## src/rtl/score_access_arbiter.sv

```systemverilog
// Round-robin arbiter that shares one score tracker between NUM_REQ requesters.
// Optional WAIT-state timeout is enabled by defining SCORE_ARB_TIMEOUT_EN.
module score_access_arbiter #(
  parameter int unsigned NUM_REQ = 3,
  parameter int unsigned ID_W    = 3,
  parameter int unsigned SCORE_W = 7,
  parameter int unsigned TIMEOUT = 15
) (
  input  logic                       clk_i,
  input  logic                       rst_ni,
  input  logic [NUM_REQ-1:0]         req_i,
  input  logic [NUM_REQ*ID_W-1:0]    req_id_i,
  input  logic [NUM_REQ*SCORE_W-1:0] req_score_i,
  input  logic [NUM_REQ-1:0]         req_guest_i,
  output logic                       trk_req_o,
  output logic [ID_W-1:0]            trk_id_o,
  output logic [SCORE_W-1:0]         trk_score_o,
  output logic                       trk_guest_o,
  input  logic                       trk_valid_i,
  input  logic                       trk_pwin_i,
  input  logic                       trk_gwin_i,
  output logic [NUM_REQ-1:0]         grant_o,
  output logic [NUM_REQ-1:0]         rsp_valid_o,
  output logic                       rsp_pwin_o,
  output logic                       rsp_gwin_o,
  output logic                       rsp_timeout_o,
  output logic                       busy_o
);

  localparam int unsigned IdxW = $clog2(NUM_REQ);

  localparam logic [1:0] StIdle  = 2'd0;
  localparam logic [1:0] StIssue = 2'd1;
  localparam logic [1:0] StWait  = 2'd2;
  localparam logic [1:0] StDone  = 2'd3;

  logic [1:0]                      state_q, state_d;
  logic [NUM_REQ-1:0]              pend_q, pend_d;
  logic [NUM_REQ-1:0][ID_W-1:0]    hid_q, hid_d;
  logic [NUM_REQ-1:0][SCORE_W-1:0] hscore_q, hscore_d;
  logic [NUM_REQ-1:0]              hguest_q, hguest_d;
  logic [IdxW-1:0]                 ptr_q, ptr_d;
  logic [IdxW-1:0]                 win_q, win_d;
  logic [NUM_REQ-1:0]              grant_q, grant_d;
  logic [NUM_REQ-1:0]              rsp_valid_q, rsp_valid_d;
  logic                            rsp_pwin_q, rsp_pwin_d;
  logic                            rsp_gwin_q, rsp_gwin_d;
  logic                            trk_req_q, trk_req_d;
  logic [ID_W-1:0]                 trk_id_q, trk_id_d;
  logic [SCORE_W-1:0]              trk_score_q, trk_score_d;
  logic                            trk_guest_q, trk_guest_d;

  logic                            any_pend;
  logic [IdxW-1:0]                 pick;
  logic [IdxW-1:0]                 cand;

`ifdef SCORE_ARB_TIMEOUT_EN
  localparam logic [3:0] TimeoutLast = 4'(TIMEOUT - 1);
  logic [3:0] cnt_q, cnt_d;
  logic       rsp_timeout_q, rsp_timeout_d;
`endif

  // First pending requester at or after ptr_q, ascending with wrap.
  always_comb begin
    pick     = '0;
    cand     = '0;
    any_pend = 1'b0;
    for (int unsigned off = 0; off < NUM_REQ; off++) begin
      cand = IdxW'((32'(ptr_q) + off) % NUM_REQ);
      if (!any_pend && pend_q[cand]) begin
        any_pend = 1'b1;
        pick     = cand;
      end
    end
  end

  always_comb begin
    pend_d      = pend_q;
    hid_d       = hid_q;
    hscore_d    = hscore_q;
    hguest_d    = hguest_q;
    state_d     = state_q;
    ptr_d       = ptr_q;
    win_d       = win_q;
    grant_d     = grant_q;
    rsp_valid_d = rsp_valid_q;
    rsp_pwin_d  = rsp_pwin_q;
    rsp_gwin_d  = rsp_gwin_q;
    trk_req_d   = 1'b0;
    trk_id_d    = trk_id_q;
    trk_score_d = trk_score_q;
    trk_guest_d = trk_guest_q;
`ifdef SCORE_ARB_TIMEOUT_EN
    cnt_d         = cnt_q;
    rsp_timeout_d = rsp_timeout_q;
`endif

    // A request already pending keeps its first data.
    for (int unsigned i = 0; i < NUM_REQ; i++) begin
      if (req_i[i] && !pend_q[i]) begin
        pend_d[i]   = 1'b1;
        hid_d[i]    = req_id_i[i*ID_W +: ID_W];
        hscore_d[i] = req_score_i[i*SCORE_W +: SCORE_W];
        hguest_d[i] = req_guest_i[i];
      end
    end

    case (state_q)
      StIdle: begin
        if (any_pend) begin
          win_d         = pick;
          grant_d       = '0;
          grant_d[pick] = 1'b1;
          trk_id_d      = hid_q[pick];
          trk_score_d   = hscore_q[pick];
          trk_guest_d   = hguest_q[pick];
          pend_d[pick]  = 1'b0;
          state_d       = StIssue;
        end
      end
      StIssue: begin
        trk_req_d = 1'b1;
`ifdef SCORE_ARB_TIMEOUT_EN
        cnt_d     = '0;
`endif
        state_d   = StWait;
      end
      StWait: begin
        if (trk_valid_i) begin
          rsp_valid_d   = grant_q;
          rsp_pwin_d    = trk_pwin_i;
          rsp_gwin_d    = trk_gwin_i;
`ifdef SCORE_ARB_TIMEOUT_EN
          rsp_timeout_d = 1'b0;
`endif
          state_d       = StDone;
        end
`ifdef SCORE_ARB_TIMEOUT_EN
        else if (cnt_q == TimeoutLast) begin
          rsp_valid_d   = grant_q;
          rsp_pwin_d    = 1'b0;
          rsp_gwin_d    = 1'b0;
          rsp_timeout_d = 1'b1;
          state_d       = StDone;
        end else begin
          cnt_d = cnt_q + 4'd1;
        end
`endif
      end
      StDone: begin
        rsp_valid_d   = '0;
        rsp_pwin_d    = 1'b0;
        rsp_gwin_d    = 1'b0;
`ifdef SCORE_ARB_TIMEOUT_EN
        rsp_timeout_d = 1'b0;
`endif
        grant_d       = '0;
        ptr_d         = IdxW'((32'(win_q) + 1) % NUM_REQ);
        state_d       = StIdle;
      end
      default: state_d = StIdle;
    endcase
  end

  always_ff @(posedge clk_i) begin
    if (!rst_ni) begin
      state_q       <= StIdle;
      pend_q        <= '0;
      hid_q         <= '0;
      hscore_q      <= '0;
      hguest_q      <= '0;
      ptr_q         <= '0;
      win_q         <= '0;
      grant_q       <= '0;
      rsp_valid_q   <= '0;
      rsp_pwin_q    <= 1'b0;
      rsp_gwin_q    <= 1'b0;
      trk_req_q     <= 1'b0;
      trk_id_q      <= '0;
      trk_score_q   <= '0;
      trk_guest_q   <= 1'b0;
`ifdef SCORE_ARB_TIMEOUT_EN
      cnt_q         <= '0;
      rsp_timeout_q <= 1'b0;
`endif
    end else begin
      state_q       <= state_d;
      pend_q        <= pend_d;
      hid_q         <= hid_d;
      hscore_q      <= hscore_d;
      hguest_q      <= hguest_d;
      ptr_q         <= ptr_d;
      win_q         <= win_d;
      grant_q       <= grant_d;
      rsp_valid_q   <= rsp_valid_d;
      rsp_pwin_q    <= rsp_pwin_d;
      rsp_gwin_q    <= rsp_gwin_d;
      trk_req_q     <= trk_req_d;
      trk_id_q      <= trk_id_d;
      trk_score_q   <= trk_score_d;
      trk_guest_q   <= trk_guest_d;
`ifdef SCORE_ARB_TIMEOUT_EN
      cnt_q         <= cnt_d;
      rsp_timeout_q <= rsp_timeout_d;
`endif
    end
  end

  assign trk_req_o   = trk_req_q;
  assign trk_id_o    = trk_id_q;
  assign trk_score_o = trk_score_q;
  assign trk_guest_o = trk_guest_q;
  assign grant_o     = grant_q;
  assign rsp_valid_o = rsp_valid_q;
  assign rsp_pwin_o  = rsp_pwin_q;
  assign rsp_gwin_o  = rsp_gwin_q;
  assign busy_o      = (state_q != StIdle);

`ifdef SCORE_ARB_TIMEOUT_EN
  assign rsp_timeout_o = rsp_timeout_q;
`else
  assign rsp_timeout_o = 1'b0;
`endif

endmodule
```

## config.mk

```make
export PLATFORM = sky130hd
export DESIGN_NAME = score_access_arbiter
export DESIGN_NICKNAME = d
export VERILOG_FILES = /design/src/rtl/score_access_arbiter.sv
export SDC_FILE = /design/constraint.sdc
export NUM_CORES = 1
export LEC_CHECK = 0
export ABC_AREA = 1
export CAP_MARGIN = 40
export CORE_MARGIN = 5
export CORE_UTILIZATION = 40
export CTS_BUF_LIST = sky130_fd_sc_hd__clkbuf_4
export DETAILED_ROUTE_END_ITERATION = 10
export GPL_TIMING_DRIVEN = 1
export PLACE_DENSITY = 0.75
export SYNTH_ARGS = -nofsm -noshare
export SYNTH_HDL_FRONTEND = slang
export SYNTH_SLANG_ARGS = --single-unit
export TNS_END_PERCENT = 100
```

## constraint.sdc

```tcl
create_clock -name clk_i -period 1.9 [get_ports clk_i]
set_input_delay 0.285 -clock clk_i [delete_from_list [all_inputs] [get_ports clk_i]]
set_output_delay 0.285 -clock clk_i [all_outputs]
set_load 0.1 [all_outputs]
```

[After elaboration in Yosys (flattened, before gate mapping)]
Cells that the tools add are included.
Storage, ports and cells
  register bits after elaboration: 62
  latch bits: 0
  bits in writable memories: 0
  bits in read-only memories: 0
  input bits: 41
  output and inout port bits: 22
  logic and storage cells: 96
  memories: 0
Cells by class
  add/subtract/negate cells: 3
  $mul: 0
  div/mod/pow operators: 4
  magnitude comparators: 5
  eq/ne operators: 5
  shifts and indexed selects: 0
  multiplexer cells: 37
  bitwise gates (word level): 2
  reduce and logical (&&, ||, !) cells: 19
Operator list (number)
  32-bit by 2-bit modulo with 32-bit output, second input constant: 3
  2-bit by 2-bit modulo with 32-bit output, second input constant: 1
  3-bit 2-to-1 mux: 5
  7-bit binary-select mux with 2-bit select: 1
  1-bit 2-to-1 mux: 14
  2-bit by 3-bit less-than comparator with 1-bit output, second input constant: 4
  3-bit one-hot mux with 2 select lines: 2
  2-bit 2-to-1 mux: 5
  1-bit binary-select mux with 2-bit select: 4
  2-bit one-hot mux with 4 select lines: 1
  2-bit AND reduction: 4
  7-bit 2-to-1 mux: 1
  2-bit by 1-bit adder with 3-bit output, second input constant: 2
  3-bit binary-select mux with 2-bit select: 1
  1-bit logical AND: 6
  2-bit nonzero test: 3
  1-bit logical NOT: 5
  2-bit equality test, second input constant: 2
  2-bit != test, second input constant: 2
  1-bit one-hot mux with 2 select lines: 2
  2-bit by 2-bit adder with 3-bit output, second input constant: 1
  3-bit AND: 1
  3-bit inverter: 1
  1-bit demux with 2-bit select: 1
  3 further kinds: 3

[Longest topological paths before layout]
  word-level depth: 18
  depth in mapped cells: 14
  mapped depth without buffers: 13

[Worst setup path after synthesis]
OpenSTA, ideal clock, no wires.
  path kind: register to register
  start point: register state_q[0]
  end point: register state_q[1]
  library setup time: 65 ps
  data arrival time: 1729 ps
  data required time: 1835 ps
  slack: 106 ps
  stages on the path, launching flop included: 8
  clock period less this slack: 1794 ps
  cell sequence: dfxtp_1 > inv_1 > ha_1 > inv_1 > nor2_1 > nor2_1 > o21ai_0 > nor2_1
On the way
  longest elaborated chain between the ends: 3
Ends and longest elaborated chain
  start, declared: RTL line 37  | logic [1:0] state_q, state_d;
  start signal, assigned: RTL line 167  | state_q <= StIdle;
  start signal, assigned: RTL line 187  | state_q <= state_d;
  2-bit equality test or 2-bit logical NOT (tied branches): RTL line 108  | case (state_q)
  2-bit != test (no source line)
  2-bit AND reduction (no source line)
Several ways; a longest one is shown, not always the timed one.
A chain may end at the register's enable or synchronous reset.

[Worst setup path after layout]
  start point: register ptr_q[0]
  end point: register trk_score_q[0] (netlist: trk_score_o[0])
On the way
  longest elaborated chain between the ends: 12
Ends and longest elaborated chain
  start, declared: RTL line 42  | logic [IdxW-1:0] ptr_q, ptr_d;
  start signal, assigned: RTL line 192  | ptr_q <= ptr_d;
  parallel branches: the longest is 12 deep, another holds 32-bit by 2-bit modulo with 32-bit output
  end signal, assigned: RTL line 200  | trk_score_q <= trk_score_d;
  end, declared: RTL line 50  | logic [SCORE_W-1:0] trk_score_q, trk_score_d;
Several ways; the timed one is not identified. The select of a mux whose other input is x is not followed.

==> metrics.cfg <==
[outcome]
status = finished, final reports clean

[final_layout]
fillers = 625
layout_commonest_cell = dfxtp_1
syn_to_final_growth_pct = 35.1
layout-drive-gt1-share_pct = 17.8
nNetsFinal = 492
num_antenna_cells = 0
layout_common_cells = 60 x dfxtp_1, 52 x a21oi_1, 41 x nand2_1

[routing]
first_pass_iters = 6
ant_nets = 0
dr_total_vias = 2691
drtIter0Drc = 113
wirelength_mm = 6.97
drc = 0
routedWlPerCell_microns = 13.3
drt-vias-per-instance = 5.13

[cts]
root_buffer = clkbuf_4
cts_tree = built
cts_max_path_buffers = 2
htree_levels = 3
clk-insertion-delay-late_ps = 400
cts.clk_slew.worst_paths_ps = 100
clock_sinks = 62
cts_made_buffers = 9
cts-hold-fix-buffers = 0

[floorplan]
fp.dieW_microns = 93.1
io_pins = 63
start_util_pct = 40.8
row_count = 30
coreArea_sq_um = 6760
die_area_sq_um = 8660
die_h_microns = 93.1

[logic_synthesis]
netlist_area_sq_um = 2760
synth_mux_area_share_pct = 0
ys_types = 23
synth.avg_cell_area_sq_um = 7.34
ys_ff_latch = 62
synth_compound_area_share_pct = 20.4
synth_top_area_cell = dfxtp_1
synth_xor_area_share_pct = 0
yosys.area.top_type_share_pct = 45.0
synthAdderAreaFrac_pct = 4.54
yosysSeqAreaShare_pct = 45.0
synth_top_family_by_area = compound AO/OA/AOI/OAI gates
synthTopCellsByArea = dfxtp_1 45%, a21oi_1 10%, o21ai_0 7.6%, nand3_1 6.5%, inv_1 5.6%
syn-num-nets = 427
synth-simple-area-share_pct = 19.8
synth_cells = 376
yosys_warnings = 0

[worst_setup_path]
slowest_stage = dfxtp_2
worst-path-max-fanout = 13
crit_type = reg -> reg
start_kind = flop
arrival_ps = 2130
critPathCaptureType = flop
required_ps = 2180
crit_path_max_incr_delay_ps = 340
crit_buf_inv = 3
cp_top_family = simple AND/OR/NAND/NOR gates
path_cells = inv_2 > ha_1 > o21ai_1 > nand2_1 > inv_2 > nand4_1 > buf_4 > nand2_4 > nand2_1 > nand3_1 > a21oi_1

[placed_design]
port_buffers = 61
place_hpwl_mm = 5.04
gp_congestion = 0.875

[power_and_ir_drop]
power_mw = 6.19
peakVddDrop_mv = 1.53
p_leak_nw = 1.60
power-per-cell-area_nw_per_um2 = 1660

[grt]
antenna_found_initial = 0
grt_pass1_wl_mm = 11.1
grt_max_degree = 43
track_usage_pct = 16.0
first_global_vias = 2483
grt_overflow = 0

[sta]
max_freq_mhz = 540
worstMarginPinSlew_ps = 586
setup_viol = 0
period_share_pct = 97.4
fin_worst_skew_ps = 10.1
rsz0062_at_grt = true
slew_headroom_pct = 60.9
finalSetupTns_ps = 0
finalCriticalPeriod_ps = 1850
drv_slew = 0
final-hold-violation-count = 0

[run]
max_cap_violations = 0

[hold_path]
hp-class = reg -> reg

[what timing repair did]
| action | 4_1_cts | 5_1_grt |
|---|---|---|
| endpoints found under the hold margin | 0 | 0 |
| resized for setup | 2 | 31 |
| setup endpoints to repair | 6 | 18 |
| buffers inserted | 0 | 5 |
| pin swaps | 0 | 8 |
[power by group]
group	switching (mW)	internal, mW	total (mW)
Sequential	0.162	1.58	1.74
Clock	0.461	0.647	1.11
Combinational	2.31	1.03	3.34
[layout make-up]
| cell class | count | area (sq um) | share of cell area, % |
|---|---|---|---|
| clock buffers | 9 | 67.6 | 1.81 |
| clock inverters | 6 | 101 | 2.72 |
| inverters | 48 | 183 | 4.90 |
| multi-input cells | 245 | 1330 | 35.6 |
| flip-flops and latches | 62 | 1250 | 33.4 |
| well taps | 80 | 100 | 2.69 |
| repair buffers | 75 | 703 | 18.9 |
[cells in the mapped netlist, drive strengths merged]
| master | n |
|---|---|
| inv | 48 |
| a21oi | 56 |
| conb | 1 |
| buf | 9 |
| clkbuf | 12 |
| nand3 | 38 |
| a211oi | 1 |
| nand2 | 46 |
| dfxtp | 62 |
| nand4 | 3 |
| o21ai | 54 |
| nor2 | 32 |
| nor3 | 4 |
| ha | 10 |
[layer usage]
layer / share of wire, % / routed length [microns] / global-route usage, %
met5: 0 / 0 / 0
met4: 1.5 / 102 / 6.72
met3: 6.2 / 432 / 3.86
met2: 50 / 3470 / 27.5
met1: 43 / 2960 / 18.9
[tightest hold or removal path, stage by stage (launching register included)]
cell     delay (ps)
dfxtp_1         310
inv_1            60
a21oi_1          50
[flip-flops by register name, summed over array words and instances (netlist names), 3 cells and up]
register     flops
pend_q           3
grant_o          3
hid_q            9
trk_score_o      7
trk_id_o         3
rsp_valid_o      3
hguest_q         3
hscore_q        21
[through the flow]
step | instance area, sq um | utilization [%] | hold slack (ps) | std cells | worst slack (ps)
after floorplan | 2760 | - | 424 | 376 | 106
after global placement | 3410 | 50.5 | 438 | 505 | 76.4
after detailed placement | 3410 | 50.5 | 443 | 505 | -34.4
after CTS | 3590 | 53.2 | 457 | 520 | 20.1
after global routing | 3730 | 55.2 | 471 | 525 | -60.6
final | 3730 | 55.2 | 456 | 525 | 49.7
[cell families (layout without fill, tap and decap cells)]
logic type      Yosys count  after routing
other cells               1              1
simple gates            123            123
fa+ha+maj                10             10
compound gates          111            111
buf+inv                  69            138
flops                    62             62
[worst paths after layout]
| check | slack (ps) | to | start | depth (start not counted) |
|---|---|---|---|---|
| hold / removal | 460 | hid_q[2]$_SDFFE_PN0P_ | hid_q[2]$_SDFFE_PN0P_ | 2 |
| hold reg to reg | 460 | hid_q[2]$_SDFFE_PN0P_ | hid_q[2]$_SDFFE_PN0P_ | 2 |
| setup reg to reg | 50 | trk_score_o[0]$_SDFFE_PN0P_ | ptr_q[0]$_SDFFE_PN0P_ | 11 |
| setup / recovery | 50 | trk_score_o[0]$_SDFFE_PN0P_ | ptr_q[0]$_SDFFE_PN0P_ | 11 |
(Power assumes the default switching activity.)
